==> src/rtl/matvec_pkg.sv <==
// Purpose: shared sizes and state encoding for the matvec8 stream transmitter.
// Latency: n/a (types and constants only).
// Backpressure: n/a.
package matvec_pkg;

    localparam int K         = 8;
    localparam int DW        = 14;
    localparam int ODW       = 28;
    localparam int MAT_AW    = $clog2(K * K);
    localparam int VEC_AW    = $clog2(K);
    localparam int MAT_WORDS = K * K;
    localparam int TX_WORDS  = K * K + K;
    localparam int IDX_W     = $clog2(K * K + K);

    typedef enum logic [1:0] {
        IDLE,
        SEND_MAT,
        SEND_VEC
    } tx_state_e;

endpackage

==> src/rtl/matvec_tx_buf.sv <==
// Purpose: small register file, one write port, one combinational read port.
// Latency: write lands at the clock edge; read is combinational.
// Backpressure: none; the caller gates i_wr_en.
// Ports: i_clk, i_wr_en/i_wr_addr/i_wr_data (write), i_rd_addr -> o_rd_data (read).
module matvec_tx_buf #(
    parameter int DEPTH = 8,
    parameter int AW    = 3,
    parameter int W     = 14
) (
    input  logic          i_clk,
    input  logic          i_wr_en,
    input  logic [AW-1:0] i_wr_addr,
    input  logic [W-1:0]  i_wr_data,
    input  logic [AW-1:0] i_rd_addr,
    output logic [W-1:0]  o_rd_data
);

    // Contents are deliberately not reset; software reloads them as needed.
    logic [W-1:0] r_mem [DEPTH];

    always_ff @(posedge i_clk) begin
        if (i_wr_en) begin
            r_mem[i_wr_addr] <= i_wr_data;
        end
    end

    assign o_rd_data = r_mem[i_rd_addr];

endmodule

==> src/rtl/matvec_stream_tx.sv <==
// Purpose: serialise a buffered K*K matrix + K vector (or vector only) onto the matvec8 input stream.
// Latency: start sampled at edge N -> first word valid in cycle N+1; one word per cycle while ready.
// Backpressure: valid/ready; data and new_matrix hold while valid && !ready.
// Ports: i_clk, i_reset (sync, active-high), matrix/vector write ports, i_start/i_send_matrix,
//        o_busy/o_done/o_wr_err status, o_output_valid/i_output_ready/o_output_data/o_new_matrix stream,
//        o_stall_cnt (live only when MATVEC_TX_PERF_EN is defined, else tied to 0).
module matvec_stream_tx
    import matvec_pkg::*;
(
    input  logic              i_clk,
    input  logic              i_reset,
    input  logic              i_mat_wr_en,
    input  logic [MAT_AW-1:0] i_mat_wr_addr,
    input  logic [DW-1:0]     i_mat_wr_data,
    input  logic              i_vec_wr_en,
    input  logic [VEC_AW-1:0] i_vec_wr_addr,
    input  logic [DW-1:0]     i_vec_wr_data,
    input  logic              i_start,
    input  logic              i_send_matrix,
    output logic              o_busy,
    output logic              o_done,
    output logic              o_wr_err,
    output logic              o_output_valid,
    input  logic              i_output_ready,
    output logic [DW-1:0]     o_output_data,
    output logic              o_new_matrix,
    output logic [31:0]       o_stall_cnt
);

    tx_state_e          r_state;
    tx_state_e          w_state_nxt;
    logic [IDX_W-1:0]   r_idx;
    logic [IDX_W-1:0]   w_idx_nxt;
    logic               r_mat_loaded;
    logic               r_valid;
    logic [DW-1:0]      r_data;
    logic               r_new_matrix;
    logic               r_done;
    logic               r_wr_err;

    logic               w_busy;
    logic               w_hs;
    logic               w_load;
    logic               w_drop;
    logic               w_new_nxt;
    logic               w_done_nxt;
    logic               w_set_loaded;
    logic [DW-1:0]      w_mat_rd;
    logic [DW-1:0]      w_vec_rd;
    logic [DW-1:0]      w_rd_word;

    assign w_busy = (r_state != IDLE);
    assign w_hs   = r_valid & i_output_ready;

    // Writes during a transaction are dropped so the stream never mixes old and new data.
    matvec_tx_buf #(.DEPTH(MAT_WORDS), .AW(MAT_AW), .W(DW)) u_mat_buf (
        .i_clk     (i_clk),
        .i_wr_en   (i_mat_wr_en & ~w_busy),
        .i_wr_addr (i_mat_wr_addr),
        .i_wr_data (i_mat_wr_data),
        .i_rd_addr (w_idx_nxt[MAT_AW-1:0]),
        .o_rd_data (w_mat_rd)
    );

    // r_idx walks the combined stream: 0..K*K-1 matrix, K*K..K*K+K-1 vector.
    // K*K is a multiple of K (K a power of two), so the low bits are the vector index.
    matvec_tx_buf #(.DEPTH(K), .AW(VEC_AW), .W(DW)) u_vec_buf (
        .i_clk     (i_clk),
        .i_wr_en   (i_vec_wr_en & ~w_busy),
        .i_wr_addr (i_vec_wr_addr),
        .i_wr_data (i_vec_wr_data),
        .i_rd_addr (w_idx_nxt[VEC_AW-1:0]),
        .o_rd_data (w_vec_rd)
    );

    assign w_rd_word = (w_state_nxt == SEND_MAT) ? w_mat_rd : w_vec_rd;

    always_comb begin
        w_state_nxt  = r_state;
        w_idx_nxt    = r_idx;
        w_load       = 1'b0;
        w_drop       = 1'b0;
        w_new_nxt    = 1'b0;
        w_done_nxt   = 1'b0;
        w_set_loaded = 1'b0;
        case (r_state)
            IDLE: begin
                if (i_start) begin
                    w_load = 1'b1;
                    // A vector-only request before any matrix has gone out is promoted.
                    if (i_send_matrix || !r_mat_loaded) begin
                        w_state_nxt  = SEND_MAT;
                        w_idx_nxt    = '0;
                        w_new_nxt    = 1'b1;
                        w_set_loaded = 1'b1;
                    end else begin
                        w_state_nxt = SEND_VEC;
                        w_idx_nxt   = IDX_W'(MAT_WORDS);
                    end
                end
            end
            SEND_MAT: begin
                if (w_hs) begin
                    w_load    = 1'b1;
                    w_idx_nxt = r_idx + 1'b1;
                    if (r_idx == IDX_W'(MAT_WORDS - 1)) begin
                        w_state_nxt = SEND_VEC;
                    end
                end
            end
            SEND_VEC: begin
                if (w_hs) begin
                    if (r_idx == IDX_W'(TX_WORDS - 1)) begin
                        w_drop      = 1'b1;
                        w_done_nxt  = 1'b1;
                        w_state_nxt = IDLE;
                    end else begin
                        w_load    = 1'b1;
                        w_idx_nxt = r_idx + 1'b1;
                    end
                end
            end
            default: begin
                w_state_nxt = IDLE;
            end
        endcase
    end

    always_ff @(posedge i_clk) begin
        if (i_reset) begin
            r_state <= IDLE;
        end else begin
            r_state <= w_state_nxt;
        end
    end

    always_ff @(posedge i_clk) begin
        if (i_reset) begin
            r_idx        <= '0;
            r_mat_loaded <= 1'b0;
            r_valid      <= 1'b0;
            r_data       <= '0;
            r_new_matrix <= 1'b0;
            r_done       <= 1'b0;
            r_wr_err     <= 1'b0;
        end else begin
            r_idx  <= w_idx_nxt;
            r_done <= w_done_nxt;
            if (w_set_loaded) begin
                r_mat_loaded <= 1'b1;
            end
            if ((i_mat_wr_en | i_vec_wr_en) & w_busy) begin
                r_wr_err <= 1'b1;
            end
            if (w_load) begin
                r_valid      <= 1'b1;
                r_data       <= w_rd_word;
                r_new_matrix <= w_new_nxt;
            end else if (w_drop) begin
                r_valid      <= 1'b0;
                r_new_matrix <= 1'b0;
            end
        end
    end

`ifdef MATVEC_TX_PERF_EN
    logic [31:0] r_stall_cnt;

    always_ff @(posedge i_clk) begin
        if (i_reset) begin
            r_stall_cnt <= '0;
        end else if (r_valid && !i_output_ready && (r_stall_cnt != 32'hFFFF_FFFF)) begin
            r_stall_cnt <= r_stall_cnt + 32'd1;
        end
    end

    assign o_stall_cnt = r_stall_cnt;
`else
    assign o_stall_cnt = '0;
`endif

    assign o_busy         = w_busy;
    assign o_done         = r_done;
    assign o_wr_err       = r_wr_err;
    assign o_output_valid = r_valid;
    assign o_output_data  = r_data;
    assign o_new_matrix   = r_new_matrix;

endmodule

==> config.mk <==
export PLATFORM = sky130hd
export DESIGN_NAME = matvec_stream_tx
export DESIGN_NICKNAME = d
export VERILOG_FILES = /design/src/rtl/matvec_pkg.sv /design/src/rtl/matvec_tx_buf.sv /design/src/rtl/matvec_stream_tx.sv
export SDC_FILE = /design/constraint.sdc
export NUM_CORES = 1
export LEC_CHECK = 0
export BUFFER_PORTS_ARGS = -buffer_cell sky130_fd_sc_hd__buf_2
export CAP_MARGIN = 20
export CORE_MARGIN = 2
export CORE_UTILIZATION = 40
export DETAILED_ROUTE_END_ITERATION = 7
export PLACE_DENSITY = 0.54
export SETUP_SLACK_MARGIN = 0.4
export SYNTH_ARGS = -nofsm -noshare
export SYNTH_HDL_FRONTEND = slang
export SYNTH_HIERARCHICAL = 1
export SYNTH_SLANG_ARGS = --single-unit
==> constraint.sdc <==
create_clock -name i_clk -period 4.3 [get_ports i_clk]
set_input_delay 0 -clock i_clk [delete_from_list [all_inputs] [get_ports i_clk]]
set_output_delay 0 -clock i_clk [all_outputs]
set_load 0.005 [all_outputs]
==> report_table.html <==
<table>
<tr><th>Metric</th><th>Value</th></tr>
<tr><th colspan="2">Detailed routing</th></tr>
<tr><td>Post-detailed-route count of antenna-violating nets</td><td>0</td></tr>
<tr><td>Vias</td><td>about 21,000</td></tr>
<tr><td>Residual DRC count</td><td>0</td></tr>
<tr><td>Initial DRC Count</td><td>about 2,800</td></tr>
<tr><td>Routed len/inst</td><td>28.11 µm</td></tr>
<tr><td>Vias per inst</td><td>5.627</td></tr>
<tr><td>Number of search-and-repair iterations in the first detailed-routing pass</td><td>5</td></tr>
<tr><td>Post-detailed-routing wire length</td><td>103.6 mm</td></tr>
<tr><th colspan="2">Placed design</th></tr>
<tr><td>Area of placed instances</td><td>roughly 44,000 µm²</td></tr>
<tr><td>Post-placement worst setup slack</td><td>-76.61 ps</td></tr>
<tr><td>Placed wire-length estimate</td><td>62.98 mm</td></tr>
<tr><td>Port Buffers</td><td>62</td></tr>
<tr><td>Final estimated routing congestion in global placement</td><td>between 0.8 and 0.9</td></tr>
<tr><th colspan="2">Critical path</th></tr>
<tr><td>Cell count of the worst reg-to-reg path</td><td>16</td></tr>
<tr><td>CP endpoint kind</td><td>flip-flop</td></tr>
<tr><td>Worst setup path end</td><td>o_output_data[6]</td></tr>
<tr><td>Largest driver fanout on the critical path</td><td>10</td></tr>
<tr><td>Setup crit start kind</td><td>flip-flop</td></tr>
<tr><td>Data arrival, critical path</td><td>~4300 ps</td></tr>
<tr><td>Critical path origin</td><td>r_idx[3]</td></tr>
<tr><td>Crit Path Class</td><td>flip-flop to flip-flop</td></tr>
<tr><td>Launching point of the worst reg2reg path</td><td>r_idx[3]</td></tr>
<tr><td>Flop-to-flop setup slack</td><td>slightly below 500 ps</td></tr>
<tr><td>Worst endpoint required time</td><td>about 4800 ps</td></tr>
<tr><td>R2R Path End</td><td>o_output_data[6]</td></tr>
<tr><th colspan="2">Synthesis</th></tr>
<tr><td>Adder-Cell Fraction of Synth Area</td><td>less than 1%</td></tr>
<tr><td>Fraction of registers with async set/reset</td><td>0%</td></tr>
<tr><td>Number of instances in the synthesized netlist</td><td>about 2,000</td></tr>
<tr><td>Portion of netlist area occupied by mux cells</td><td>~16%</td></tr>
<tr><td>Register area share after synthesis</td><td>about three quarters</td></tr>
<tr><td>Number of distinct standard cells referenced by the synthesized netlist</td><td>56</td></tr>
<tr><td>Count of flip-flops with a built-in enable after synthesis</td><td>approximately 1,000</td></tr>
<tr><td>Total of flip-flops plus latches after synthesis</td><td>a little over 1,000</td></tr>
<tr><td>Most frequently used flop master after synthesis</td><td>sky130_fd_sc_hd__edfxtp_1</td></tr>
<tr><td>Ranking of synthesized cells by area</td><td>sky130_fd_sc_hd__edfxtp_1 74%, sky130_fd_sc_hd__mux4_2 13%, sky130_fd_sc_hd__mux4_1 1.6%</td></tr>
<tr><td>Count of warnings emitted by yosys</td><td>6</td></tr>
<tr><td>Synth Cell Area</td><td>~41,000 µm²</td></tr>
<tr><td>Largest area contributor in the synthesized netlist</td><td>sky130_fd_sc_hd__edfxtp_1</td></tr>
<tr><td>Avg Inst Size Synth</td><td>20.83 µm²</td></tr>
<tr><td>Simple-gate portion of the synthesized area</td><td>approximately 3.3%</td></tr>
<tr><td>Combinational family with the most area after synthesis</td><td>multiplexers</td></tr>
<tr><td>Proportion of netlist area held by the largest area contributor</td><td>roughly three quarters</td></tr>
<tr><td>Xor-xnor portion of the synthesized cell area</td><td>0%</td></tr>
<tr><td>Fraction of the mapped netlist area in compound gates</td><td>~3.4%</td></tr>
<tr><th colspan="2">Floorplanning</th></tr>
<tr><td>I/O pin total</td><td>95</td></tr>
<tr><td>Die Height</td><td>about 320 µm</td></tr>
<tr><td>Die boundary width</td><td>~320 µm</td></tr>
<tr><td>Core outline area</td><td>101,600 µm²</td></tr>
<tr><td>Die area</td><td>roughly 100,000 µm²</td></tr>
<tr><td>Initial core utilization</td><td>approximately two fifths</td></tr>
<tr><td>Number of placement rows</td><td>roughly 120</td></tr>
<tr><th colspan="2">Layout</th></tr>
<tr><td>Total Nets Final</td><td>around 2,300</td></tr>
<tr><td>Area grow syn2layout</td><td>16.56%</td></tr>
<tr><td>ANT cells</td><td>0</td></tr>
<tr><td>Post-route standard cell area excluding fillers</td><td>~48,000 µm²</td></tr>
<tr><td>Share of layout cells above drive strength 1</td><td>between 30% and 40%</td></tr>
<tr><th colspan="2">Power</th></tr>
<tr><td>Power density normalized to cell area</td><td>~440 nW/µm²</td></tr>
<tr><td>Power share of the sequential group</td><td>between 50 and 60%</td></tr>
<tr><td>Static leakage power</td><td>roughly 15 nW</td></tr>
<tr><td>Net Sw Power</td><td>4.325 mW</td></tr>
<tr><td>IR drop worst, VDD</td><td>about 0.32 mV</td></tr>
<tr><td>Power consumption</td><td>20.77 mW</td></tr>
<tr><td>Portion of total power attributed to combinational logic</td><td>3.8%</td></tr>
<tr><td>Part of the power in the clock network</td><td>between 40% and 50%</td></tr>
<tr><td>Net Sw Frac</td><td>between 20% and 30%</td></tr>
<tr><td>Pint</td><td>16.45 mW</td></tr>
<tr><th colspan="2">STA</th></tr>
<tr><td>Setup skew after layout</td><td>roughly 27 ps</td></tr>
<tr><td>Final cycle utilization of the critical path</td><td>88.52%</td></tr>
<tr><td>Maximum achievable frequency</td><td>between 200 and 300 MHz</td></tr>
<tr><td>Transition time at the pin with the least slew margin</td><td>roughly 1100 ps</td></tr>
<tr><td>Unrepaired setup endpoints after global routing</td><td>no</td></tr>
<tr><td>Tmin final</td><td>between 3000 and 4000 ps</td></tr>
<tr><td>Relative max-transition margin</td><td>around 25%</td></tr>
<tr><td>Number of pins exceeding their max-slew limit in the final report</td><td>0</td></tr>
<tr><td>Number of endpoints with negative hold slack in the final report</td><td>0</td></tr>
<tr><td>Number of endpoints failing setup at the final stage</td><td>0</td></tr>
<tr><td>Worst path setup slack after routing</td><td>493.5 ps</td></tr>
<tr><td>Sum of negative setup slack</td><td>0 ps</td></tr>
<tr><th colspan="2">Min path</th></tr>
<tr><td>Class of the tightest hold or removal check</td><td>primary input to flip-flop</td></tr>
<tr><th colspan="2">Clock network</th></tr>
<tr><td>H-tree levels</td><td>3</td></tr>
<tr><td>Number of sinks handled by clock tree synthesis</td><td>roughly 1,000</td></tr>
<tr><td>CTS Root Buffer Type</td><td>sky130_fd_sc_hd__clkbuf_16</td></tr>
<tr><td>Clock slew at the register clock pins of the worst setup and hold paths</td><td>around 60 ps</td></tr>
<tr><td>Number of CTS-inserted buffers</td><td>around 110</td></tr>
<tr><td>Source-to-sink clock delay at the later pin of the worst-skew pair</td><td>680 ps</td></tr>
<tr><td>Bufs on Longest Clock Path</td><td>3</td></tr>
<tr><td>Clock tree from TritonCTS</td><td>yes</td></tr>
<tr><th colspan="2">Global route</th></tr>
<tr><td>Initial antenna violation count</td><td>4</td></tr>
<tr><td>Largest net degree at the start of global routing</td><td>65</td></tr>
<tr><td>GRT Resource Usage Total</td><td>between 10% and 20%</td></tr>
<tr><td>Residual overflow from global routing</td><td>0</td></tr>
<tr><td>Number of global-route vias before repair</td><td>between 20,000 and 25,000</td></tr>
<tr><td>First-pass GRT wire length</td><td>147.6 mm</td></tr>
<tr><th colspan="2">Run status</th></tr>
<tr><td>Run status</td><td>complete, no violations</td></tr>
<tr><th colspan="2">Run</th></tr>
<tr><td>Max-Cap Viols</td><td>0</td></tr>
</table>
-- critical path, stage by stage (launching register included) --
cell and delay, ps:
sky130_fd_sc_hd__dfxtp_2 380, sky130_fd_sc_hd__nor4b_4 300, sky130_fd_sc_hd__a311oi_1 160, sky130_fd_sc_hd__o21a_1 260, sky130_fd_sc_hd__a211oi_4 190, sky130_fd_sc_hd__buf_4 160
sky130_fd_sc_hd__buf_12 150, sky130_fd_sc_hd__buf_16 170, sky130_fd_sc_hd__buf_6 170, sky130_fd_sc_hd__mux4_2 500, sky130_fd_sc_hd__mux2i_1 190, sky130_fd_sc_hd__nor2_1 90
sky130_fd_sc_hd__a211oi_2 330, sky130_fd_sc_hd__buf_4 190, sky130_fd_sc_hd__o31ai_1 60, sky130_fd_sc_hd__o21ai_0 130, sky130_fd_sc_hd__a311oi_2 140
-- Yosys cell counts (2+ instances only) --
library cell	count
sky130_fd_sc_hd__edfxtp_1	1008
sky130_fd_sc_hd__mux4_2	227
sky130_fd_sc_hd__nor2_1	96
sky130_fd_sc_hd__buf_4	47
sky130_fd_sc_hd__nand2_1	47
sky130_fd_sc_hd__o21ai_0	41
sky130_fd_sc_hd__clkbuf_1	38
sky130_fd_sc_hd__buf_2	35
sky130_fd_sc_hd__mux2_2	33
sky130_fd_sc_hd__nand2b_1	29
sky130_fd_sc_hd__a21oi_1	28
sky130_fd_sc_hd__dfxtp_1	28
sky130_fd_sc_hd__mux4_1	25
sky130_fd_sc_hd__nand3_1	24
sky130_fd_sc_hd__nor2b_1	24
sky130_fd_sc_hd__nor3_1	24
sky130_fd_sc_hd__a211oi_1	22
sky130_fd_sc_hd__mux2i_1	22
sky130_fd_sc_hd__buf_6	19
sky130_fd_sc_hd__o221ai_1	18
sky130_fd_sc_hd__o22ai_1	14
sky130_fd_sc_hd__a311oi_1	13
sky130_fd_sc_hd__a31oi_1	12
sky130_fd_sc_hd__a311oi_2	10
sky130_fd_sc_hd__o31ai_1	10
sky130_fd_sc_hd__nand4_1	8
sky130_fd_sc_hd__buf_1	6
sky130_fd_sc_hd__a21o_1	4
sky130_fd_sc_hd__inv_1	4
sky130_fd_sc_hd__o211ai_1	4
sky130_fd_sc_hd__o21ai_1	4
sky130_fd_sc_hd__a221o_1	3
sky130_fd_sc_hd__a22o_1	3
sky130_fd_sc_hd__or2_2	3
sky130_fd_sc_hd__or3_1	3
sky130_fd_sc_hd__a211o_1	2
sky130_fd_sc_hd__and2_1	2
sky130_fd_sc_hd__nand3b_1	2
sky130_fd_sc_hd__nand4b_1	2
sky130_fd_sc_hd__o21a_1	2
-- per-layer routing --
metal / routed length [µm] / track usage (%)
met3: 6869 / 3.184
met5: 8 / 0
met4: 2067 / 5.093
met2: 49420 / 31.50
met1: 45230 / 28.41
-- cell type report --
type,instances,area (µm²)
well taps,1368,1712
inverters,4,15.01
clock inverters,58,503.0
fillers,8406,53960
clock buffers,133,2796
repair buffers,278,2364
multi-input cells,808,9408
flip-flops and latches,1036,30830
-- worst min-delay path by stage --
stage	start	end	slack, ps	cells past startpoint
3_3_place_gp	i_vec_wr_data[3]	u_vec_buf/r_mem[2][3]	260	1
4_1_cts	i_mat_wr_addr[1]	u_mat_buf/r_mem[48][3]	10	3
3_5_place_dp	i_vec_wr_data[11]	u_vec_buf/r_mem[6][11]	270	1
5_1_grt	i_mat_wr_data[5]	u_mat_buf/r_mem[30][5]	40	2
6_report	i_mat_wr_data[8]	u_mat_buf/r_mem[15][8]	20	2
2_1_floorplan	i_mat_wr_data[0]	u_mat_buf/r_mem[0][0]	100	0
-- per-stage QoR --
stage          hold WS [ps]  utilization [%]  instances
5_1_grt               41.62            46.88       3685
4_1_cts               10.65            46.58       3670
6_report              15.42            46.88       3685
2_1_floorplan         98.87                -       1993
3_5_place_dp          270.2            42.94       3447
3_3_place_gp          257.9            42.94       3447
-- logic make-up after synthesis --
logic type | Yosys count
other | 1
adder cells (fa/ha/maj) | 1
AO/OA/AOI/OAI | 195
flip-flops | 1036
buffers and inverters | 149
AND/OR/NAND/NOR | 273
multiplexers | 307
-- flip-flops by register name, indices dropped and copies added (netlist names) --
name / cells
o_done: 1
o_output_data: 14
u_mat_buf/r_mem: 896
o_output_valid: 1
o_wr_err: 1
o_new_matrix: 1
u_vec_buf/r_mem: 112
r_state: 2
r_mat_loaded: 1
r_idx: 7
-- timing repair --
item                                    in CTS  in global routing
buffers inserted                             2                  9
hold endpoints to repair                   233                  3
resized for setup                           22                 21
endpoints found under the setup margin      11                 14
cloned                                       1                  4
pin swaps                                    2                  3
hold buffers                                29                  1
-- placed cells by master (no fill, tap or decap), types with 24 or more instances in the layout --
master,n
sky130_fd_sc_hd__edfxtp_1,1008
sky130_fd_sc_hd__nor2_1,90
sky130_fd_sc_hd__dfxtp_1,25
sky130_fd_sc_hd__mux4_1,25
sky130_fd_sc_hd__buf_4,159
sky130_fd_sc_hd__mux2_2,33
sky130_fd_sc_hd__conb_1,32
sky130_fd_sc_hd__a21oi_1,27
sky130_fd_sc_hd__nand2_1,46
sky130_fd_sc_hd__dlygate4sd3_1,30
sky130_fd_sc_hd__buf_2,62
sky130_fd_sc_hd__clkbuf_1,25
sky130_fd_sc_hd__clkbuf_16,112
sky130_fd_sc_hd__nand2b_1,28
sky130_fd_sc_hd__mux4_2,227
sky130_fd_sc_hd__nor2b_1,24
sky130_fd_sc_hd__o21ai_0,29
-- power by group through the flow --
stage | combinational [mW] | sequential [mW] | clock, mW
after floorplan | 0.382 | 11.4 | 0
after global placement | 0.732 | 11.4 | 0
after detailed placement | 0.747 | 11.4 | 0
after CTS | 0.778 | 11.2 | 8.99
after global routing | 0.849 | 11.2 | 9.38
final | 0.791 | 11.2 | 8.79
(Power assumes the default switching activity.)
